[src/rtl/ro_sweep_ctrl.sv]
// rtl/ro_sweep_ctrl.sv - ring oscillator tap sweep and edge-count measurement sequencer
// Optional RO_SWEEP_LOOP_EN: restart the sweep at TAP_FIRST after the last tap while start stays high.
module ro_sweep_ctrl #(
  parameter int TAP_FIRST = 2,
  parameter int TAP_LAST  = 15,
  parameter int FLUSH     = 4,
  parameter int SETTLE    = 16,
  parameter int WINDOW    = 1024,
  parameter int CNT_W     = 12
) (
  input  logic             clk,
  input  logic             reset,
  input  logic             start,
  input  logic             abort,
  input  logic             ring_div_in,
  output logic [3:0]       clksel_out,
  output logic             ring_ena_out,
  output logic             busy,
  output logic             res_valid,
  input  logic             res_ready,
  output logic [3:0]       res_tap,
  output logic [CNT_W-1:0] res_count,
  output logic             res_sat,
  output logic             done
);

  localparam int MAX_FS = (FLUSH > SETTLE) ? FLUSH : SETTLE;
  localparam int MAX_C  = (MAX_FS > WINDOW) ? MAX_FS : WINDOW;
  localparam int TW     = $clog2(MAX_C + 1);

  typedef enum logic [2:0] {
    S_IDLE,
    S_FLUSH,
    S_SETTLE,
    S_MEASURE,
    S_REPORT
  } state_t;

  state_t           state;
  logic [TW-1:0]    cnt;
  logic [3:0]       tap;
  logic [CNT_W-1:0] edge_cnt;
  logic             edge_sat;
  logic             sync1, sync2, sync3;
  logic             rise;
  logic [CNT_W-1:0] cnt_nxt;
  logic             sat_nxt;

  // sync1/sync2 resolve metastability; sync3 holds the previous sample for edge detect
  always_ff @(posedge clk or posedge reset) begin
    if (reset) begin
      sync1 <= 1'b0;
      sync2 <= 1'b0;
      sync3 <= 1'b0;
    end else begin
      sync1 <= ring_div_in;
      sync2 <= sync1;
      sync3 <= sync2;
    end
  end

  assign rise = sync2 & ~sync3;

  always_comb begin
    cnt_nxt = edge_cnt;
    sat_nxt = edge_sat;
    if (rise) begin
      if (edge_cnt == {CNT_W{1'b1}}) sat_nxt = 1'b1;
      else cnt_nxt = edge_cnt + 1'b1;
    end
  end

  always_ff @(posedge clk or posedge reset) begin
    if (reset) begin
      state        <= S_IDLE;
      cnt          <= '0;
      tap          <= '0;
      edge_cnt     <= '0;
      edge_sat     <= 1'b0;
      clksel_out   <= '0;
      ring_ena_out <= 1'b0;
      busy         <= 1'b0;
      res_valid    <= 1'b0;
      res_tap      <= '0;
      res_count    <= '0;
      res_sat      <= 1'b0;
      done         <= 1'b0;
    end else begin
      done <= 1'b0;
      if (abort) begin
        state        <= S_IDLE;
        cnt          <= '0;
        clksel_out   <= '0;
        ring_ena_out <= 1'b0;
        busy         <= 1'b0;
        res_valid    <= 1'b0;
      end else begin
        case (state)
          S_IDLE: begin
            if (start) begin
              state      <= S_FLUSH;
              tap        <= 4'(TAP_FIRST);
              clksel_out <= 4'(TAP_FIRST);
              busy       <= 1'b1;
              cnt        <= '0;
            end
          end
          S_FLUSH: begin
            if (cnt == TW'(FLUSH - 1)) begin
              state        <= S_SETTLE;
              ring_ena_out <= 1'b1;
              cnt          <= '0;
            end else begin
              cnt <= cnt + 1'b1;
            end
          end
          S_SETTLE: begin
            edge_cnt <= '0;
            edge_sat <= 1'b0;
            if (cnt == TW'(SETTLE - 1)) begin
              state <= S_MEASURE;
              cnt   <= '0;
            end else begin
              cnt <= cnt + 1'b1;
            end
          end
          S_MEASURE: begin
            edge_cnt <= cnt_nxt;
            edge_sat <= sat_nxt;
            // the final window cycle's edge is folded into the reported result
            if (cnt == TW'(WINDOW - 1)) begin
              state        <= S_REPORT;
              res_tap      <= tap;
              res_count    <= cnt_nxt;
              res_sat      <= sat_nxt;
              res_valid    <= 1'b1;
              ring_ena_out <= 1'b0;
              cnt          <= '0;
            end else begin
              cnt <= cnt + 1'b1;
            end
          end
          S_REPORT: begin
            if (res_ready) begin
              res_valid <= 1'b0;
              if (tap == 4'(TAP_LAST)) begin
                done <= 1'b1;
`ifdef RO_SWEEP_LOOP_EN
                if (start) begin
                  state      <= S_FLUSH;
                  tap        <= 4'(TAP_FIRST);
                  clksel_out <= 4'(TAP_FIRST);
                end else begin
                  state      <= S_IDLE;
                  clksel_out <= '0;
                  busy       <= 1'b0;
                end
`else
                state      <= S_IDLE;
                clksel_out <= '0;
                busy       <= 1'b0;
`endif
              end else begin
                state      <= S_FLUSH;
                tap        <= tap + 4'd1;
                clksel_out <= tap + 4'd1;
              end
            end
          end
          default: begin
            state        <= S_IDLE;
            clksel_out   <= '0;
            ring_ena_out <= 1'b0;
            busy         <= 1'b0;
            res_valid    <= 1'b0;
          end
        endcase
      end
    end
  end

endmodule
[config.mk]
export PLATFORM = sky130hd
export DESIGN_NAME = ro_sweep_ctrl
export DESIGN_NICKNAME = d
export VERILOG_FILES = /design/src/rtl/ro_sweep_ctrl.sv
export SDC_FILE = /design/constraint.sdc
export NUM_CORES = 1
export LEC_CHECK = 0
export ABC_AREA = 1
export CAP_MARGIN = 10
export CORE_UTILIZATION = 35
export CTS_BUF_LIST = sky130_fd_sc_hd__clkbuf_8
export CTS_CLUSTER_DIAMETER = 100
export DETAILED_ROUTE_END_ITERATION = 8
export MAX_ROUTING_LAYER = met4
export PLACE_DENSITY = 0.52
export SLEW_MARGIN = 25
export SYNTH_ARGS = -nofsm -noshare
export SYNTH_HDL_FRONTEND = slang
export SYNTH_SLANG_ARGS = --single-unit
export TNS_END_PERCENT = 1
[constraint.sdc]
create_clock -name clk -period 2.2 [get_ports clk]
set_input_delay 0.22 -clock clk [delete_from_list [all_inputs] [get_ports clk]]
set_output_delay 0.22 -clock clk [all_outputs]
set_load 0.01 [all_outputs]
==> metrics.md, run 1 <==
| Metric | Value |
|---|---|
| Pre-antenna DRT Iters | 4 |
| Endpoints failing hold | 0 |
| Pin count of the biggest net entering global routing | 60 |
| Average cell area after synthesis | 7.852 µm² |
| Cell chain of the critical path | ha_1 > nand2_1 > nor2_2 > nand3_1 > nor2_2 > nand2_1 > nand3_1 > nand2_1 > o21ai_0 |
| Fillers | 912 |
| Io pins | 31 |
| N_diodes | 0 |
| Final Max Slew Viols | 0 |
| Synth warnings | 0 |
| Core Region | 8678 µm² |
| Unrepaired setup endpoints after global routing | false |
| H-tree depth | 3 |
| Pleak | 1.833 nW |
| Final cell count without fillers | 554 |
| Synthesis-to-layout area growth | 22.05% |
| Setup TNS | 0 ns |
| Critical path data required time | 2.46 ns |
| Setup Viol. Count Final | 0 |
| Share of cells above drive strength 1 | 0.1143 |
| CTS tree | done |
| Placement Cell Area | between 3000 and 4000 µm² |
| Port Buf Inserts | 30 |
| WHS | approximately 0.25 ns |
| Clk root buf | clkbuf_8 |
| CTS Buffer Depth | 2 |
| Fin area | 3795 µm² |
| Mapped Cells | between 300 and 400 |
| Slowest cell on crit path | dfrtp_1 |
| Max-slew headroom | 0.7154 |
| First-pass GRT wire length | between 10000 and 15000 µm |
| Number of global-route vias before repair | 2548 |
| Post-CTS Resized | 0 |
| Minimum clock period | 1.746 ns |
| Sink Count | 59 |
| Drt drc | 0 |
| Routed Antenna Nets | 0 |
| Maxcap violations | 0 |
| Status | finished, final reports clean |
| Power Total | just over 3 mW |
| Crit share post-route | 0.7938 |
| Die X | 96.25 µm |
| Syn Nets | 405 |
| GPL Wtd Cong | approximately 0.9 |
| Least-Margin Pin Slew | 0.4236 ns |
| Family with the most delay on the worst path | simple AND/OR/NAND/NOR gates |
| Routed via count | between 2000 and 3000 |
| CP startpoint kind | flop |
| Synth cell types | 33 |
| Post-CTS Setup Inserts | 0 |
| Clock-pin slew on the worst setup and hold paths | 0.08 ns |
| RR Startpoint | edge_cnt[0] |
| Vias per cell | approximately 4.8 |
| F_max | between 500 and 600 MHz |
| CTS Hold Bufs | 0 |
| Post-synthesis sequential area ratio | 0.4748 |
| Hold Path Class | in -> async |
| Setup crit start | edge_cnt[0] |
| GRT overflow | 0 |
| WP buf/inv | 0 |
| Die H | 96.25 µm |
| Dpl hpwl | 4908 µm |
| Clock Latency Late Sink | 0.34 ns |
| # rows | 34 |
| Die ar. | 9264 µm² |
| Clock Skew | 0.01134 ns |
| Worst-case vdd ir drop | 0.4824 mV |
| Final wirelength | 6995 µm |
| Crit end category | flop |
| WL/cell | 12.63 µm |
| Seq cells post-synth | 59 |
| Synth Cell Area | 3109 µm² |
| Power per cell area | 797.6 nW/µm² |
| Starting Density | 0.3583 |
| Initial DRC Count | 101 |
| NumNets Final | 450 |
| Num CTS Buffers | 9 |
| Most used cell, CP | nand2_1 |
| GRT Total Usage | 0.1770 |
| Worst path max stage delay | 0.42 ns |
| Worst Path Arrival | 2.00 ns |
| Worst-path fanout max | 6 |
| Critical path class | reg -> reg |
| Initial antenna violation count | 0 |
| DP Cell Count | approximately 540 |
## metal layers
metal,GRT usage,part of all wire,wire (µm),vias to the layer above
met1,0.2200,0.50,3471,1249
met2,0.2742,0.46,3235,35
met5,-,0,0,-
met4,0.06965,0.017,116,0
li1,-,-,-,1382
met3,0.04581,0.024,171,13
## through the flow
| stage | utilization | setup WS [ns] |
|---|---|---|
| after detailed placement | 0.4129 | 0.4000 |
| final | 0.4373 | 0.4536 |
| after global routing | 0.4373 | 0.2584 |
| after floorplan | - | 0.5237 |
| after CTS | 0.4373 | 0.4386 |
| after global placement | 0.4129 | 0.4179 |
## state kept, by name, summed over array words and instances (netlist names), 3 cells and up
signal	cells
clksel_out	4
cnt	11
edge_cnt	12
res_count	12
res_tap	4
state	3
tap	4
## cells by family (layout without fill, tap and decap cells)
logic type,count (synthesis),after routing,share of synthesized area
simple gates,219,219,0.3248
flops,59,59,0.4749
buf+inv,54,104,0.07082
compound gates,52,52,0.09215
xor+xnor,9,9,0.02535
fa+ha+maj,3,3,0.01207
## layout by cell type (no fill, tap or decap), types with 2 or more instances in the layout
master             n
nor3_2             2
xnor2_1            3
inv_2              5
a21oi_1           10
buf_4              6
o21ai_1            7
o21ai_2            3
nor3_1             4
nor2_2             4
nand2_1          121
o21ai_0           25
clkbuf_8          11
dfrtp_1           59
nor2_4             2
clkdlybuf4s50_1   30
nand3_1           42
o211ai_1           3
ha_1               3
inv_1             45
nand4_1            9
o22ai_1            3
nor2_1            21
nand2_2            6
xor2_1             6
## tightest hold or removal path: cells and delay by family
kind	cells	cell delay, ns
buffers and inverters	3	0.76
## layout make-up
type | count | area, µm² | share of cell area
Clock buffer | 11 | 151.4 | 0.03989
Clock inverter | 5 | 60.06 | 0.01583
Inverter | 51 | 193.9 | 0.05110
Multi-Input combinational cell | 283 | 1413 | 0.3722
Sequential cell | 59 | 1476 | 0.3891
Tap cell | 108 | 135.1 | 0.03561
Timing Repair Buffer | 37 | 365.4 | 0.09627
## path summary, 6_finish.rpt
path                           endpoint  slack (ns)  cells past startpoint
min in group clk                  sync1        0.31                      1
max in group asynchronous  res_count[9]        1.68                      3
max reg2reg                edge_cnt[10]        0.45                      9
max                        edge_cnt[10]        0.45                      9
min reg2reg                       sync2        0.36                      0
min                              tap[2]        0.25                      3
## synthesized netlist by cell type, drive strengths merged
cell / n / share of area
o2111ai: 1 / 0.0028
o21ai: 35 / 0.060
nand3: 43 / 0.071
nand2: 128 / 0.16
nor4: 1 / 0.0020
dfrtp: 59 / 0.47
nor3: 7 / 0.018
nand4: 9 / 0.018
clkbuf: 1 / 0.0012
nand3b: 1 / 0.0024
buf: 2 / 0.0072
xnor2: 3 / 0.0085
or2: 1 / 0.0020
ha: 3 / 0.012
xor2: 6 / 0.017
o22ai: 3 / 0.0060
inv: 51 / 0.062
nor2: 28 / 0.047
o211ai: 3 / 0.0072
a21oi: 10 / 0.016
nor3b: 1 / 0.0024
## power by group
part / total (mW) / internal, mW / switching [mW]
logic: 0.653 / 0.244 / 0.409
registers: 1.31 / 1.19 / 0.121
clock network: 1.06 / 0.589 / 0.472
(Power assumes the default switching activity.)
==> run 2: changes to the inputs <==
- PLACE_DENSITY: 0.52 -> 0.54
- clock period: 2.2 -> 1.4 ns (I/O delays scaled with it)
==> run 2 against run 1 <==
Final cell count grew 13%. Die area is the same. Non-clock buffer count grew 70. Clock power grew 69%. Clock skew shrank 0.0026 ns. Count of clock-buffer cells in the layout shrank 2. Sequential power grew 53%. Core utilization grew 8.4 points. The run now ends with setup timing left. Largest power group unchanged. Register-to-register slack lost 0.59 ns. Power grew 81%. Sequential share of layout area shrank 6.2 points. Critical path type unchanged.
==> metrics.md, run 2 (synthesis gave the netlist of run 1 again) <==
| Metric | Value |
|---|---|
| Status | finished with violations |
| Routed via count | 2999 |
| Sink Count | 59 |
| Crit share post-route | 1.098 |
| Max-slew headroom | 0.7841 |
| Crit end category | flop |
| Layer with the highest usage | met2 |
| CTS tree | done |
| Global Route met2 Usage | 0.3067 |
| Vias per cell | 4.806 |
| Fillers | roughly 840 |
| Minimum clock period | about 1.5 ns |
| Clock-pin slew on the worst setup and hold paths | roughly 0.08 ns |
| Die ar. | 9264 µm² |
| Met1 usage | 0.2357 |
| Worst-case vdd ir drop | 0.7656 mV |
| Initial antenna violation count | 0 |
| Starting Density | 0.3583 |
| Top flop regs | edge_cnt: 12 flops, res_count: 12 flops, cnt: 11 flops |
| Share of cells above drive strength 1 | 0.2984 |
| Endpoints failing hold | 0 |
| Most common cell after layout, fill and taps aside | nand2_1 |
| Most frequent cells in the layout | 115 x nand2_1, 73 x buf_4, 58 x dfrtp_1 |
| Clock Latency Late Sink | 0.35 ns |
| Die H | 96.25 µm |
| NumNets Final | 520 |
| Slowest cell on crit path | dfrtp_1 |
| Net Sw Frac | 0.3295 |
| First-pass GRT wire length | between 10000 and 15000 µm |
| H-tree depth | 3 |
| Worst-path fanout max | 6 |
| Initial DRC Count | between 100 and 150 |
| Family with the most delay on the worst path | simple AND/OR/NAND/NOR gates |
| GPL Wtd Cong | 0.8597 |
| CTS Buffer Depth | 2 |
| GR Util met3 | 0.03081 |
| WP buf/inv | 1 |
| Internal Power | roughly 3.7 mW |
| Synthesis-to-layout area growth | 45.47% |
| Power per cell area | 1212 nW/µm² |
| Cell chain of the critical path | nor2_4 > buf_4 > nand3_1 > nand2_2 > nor2_1 > nand2_1 > nand2_1 > o21ai_0 > a21oi_2 |
| Worst path max stage delay | between 0.4 and 0.5 ns |
| Comb pwr share | 0.307 |
| Failing checks | setup timing |
| Pin count of the biggest net entering global routing | 60 |
| Least-Margin Pin Slew | 0.3239 ns |
| Drt drc | 0 |
| Clock Power Share | 0.327 |
| Fin worst setup slack | -0.1366 ns |
| Routed Antenna Nets | 0 |
| Number of global-route vias before repair | 2913 |
| Port Buf Inserts | 30 |
| Pleak | 2.569 nW |
| Num CTS Buffers | 9 |
| Worst Path Arrival | 1.81 ns |
| Final wirelength | 7906 µm |
| Hold Path Class | in -> async |
| Net Sw Power | 1.806 mW |
| Finished Core Util | 0.5212 |
| CP startpoint kind | flop |
| Pre-antenna DRT Iters | 4 |
| Flop pwr share | 0.366 |
| Multi-input combinational cell area | 1548 µm² |
| Clock Skew | 0.008773 ns |
| N_diodes | 0 |
| Unrepaired setup endpoints after global routing | true |
| Worst slack, placed | -0.2773 ns |
| WL/cell | between 10 and 15 µm |
| Setup Viol. Count Final | 44 |
| Most used cell, CP | nand2_1 |
| Maxcap violations | 0 |
| WHS | between 0.2 and 0.25 ns |
| Io pins | 31 |
| # rows | 34 |
| Dpl hpwl | 5578 µm |
| Critical path class | reg -> reg |
| F_max | 650.8 MHz |
| Clk root buf | clkbuf_8 |
| Core Region | 8678 µm² |
| Final Max Slew Viols | 0 |
| Critical path data required time | roughly 1.7 ns |
| Setup TNS | -3.512 ns |
| Die X | 96.25 µm |
| GRT overflow | 0 |
| GRT Total Usage | 0.1906 |
| Register Area | between 1000 and 1500 µm² |
==> run 2: cell count changes in the layout (fill, tap and decap cells not counted), moves of 6 or more <==
| cell | before | now |
|---|---|---|
| dlygate4sd2_1 | 0 | 6 |
| buf_4 | 6 | 73 |
| dlymetal6s2s_1 | 0 | 17 |
| a21oi_2 | 0 | 6 |
| o21ai_0 | 25 | 13 |
| nand2_1 | 121 | 115 |
| a21oi_1 | 10 | 4 |
| clkdlybuf4s50_1 | 30 | 7 |
| o21ai_1 | 7 | 15 |
==> run 2: path summary, 6_finish.rpt <==
path | start | to | slack (ns) | cells after the start
setup / recovery | state[1] | cnt[7] | -0.14 | 9
hold / removal | reset | res_tap[1] | 0.20 | 3
setup reg to reg | state[1] | cnt[7] | -0.14 | 9
hold reg to reg | sync1 | sync2 | 0.35 | 0
max in group asynchronous | reset | cnt[6] | 0.91 | 3
min in group clk | ring_div_in | sync1 | 0.23 | 1
==> run 2: metrics by stage <==
stage               cells  cell area, µm²  power, mW
global placement      605            4090      3.569
floorplan             396            3113      2.791
detailed placement    605            4090      3.597
global route          624            4523      5.808
finish                624            4523      5.483
CTS                   623            4442      5.501
==> run 2: metal layers <==
layer	routed length (µm)	vias to the layer above	share of wire
met3	288	18	0.036
met4	170	0	0.022
met5	0	-	0
met2	3706	72	0.47
li1	-	1520	-
met1	3741	1389	0.47
==> run 2: timing repair <==
action | 4_1_cts | 5_1_grt
buffers inserted | 2 | 1
pin swaps | 10 | 11
gates resized for setup | 42 | 36
setup endpoints to repair | 60 | 72
hold buffers | 0 | 0
==> run 2: power by group through the flow <==
stage	logic, mW	registers, mW	clock network (mW)
floorplan	0.722	2.07	0
global placement	1.54	2.03	0
detailed placement	1.56	2.03	0
CTS	1.67	2.00	1.82
global route	1.87	2.03	1.90
finish	1.68	2.01	1.79
==> run 2: layout make-up <==
cell class              instances  share of cell area
multi-input cells             283              0.3422
flip-flops and latches         59              0.3267
repair buffers                107              0.2072
inverters                      51             0.04481
well taps                     108             0.02988
clock buffers                   9             0.02739
clock inverters                 7             0.02185
==> run 2: worst register-to-register path: cells and delay by family (launching register included) <==
| family | cells | cell delay, ns |
|---|---|---|
| simple gates | 6 | 0.64 |
| flops | 1 | 0.44 |
| compound gates | 2 | 0.25 |
| buf+inv | 1 | 0.15 |
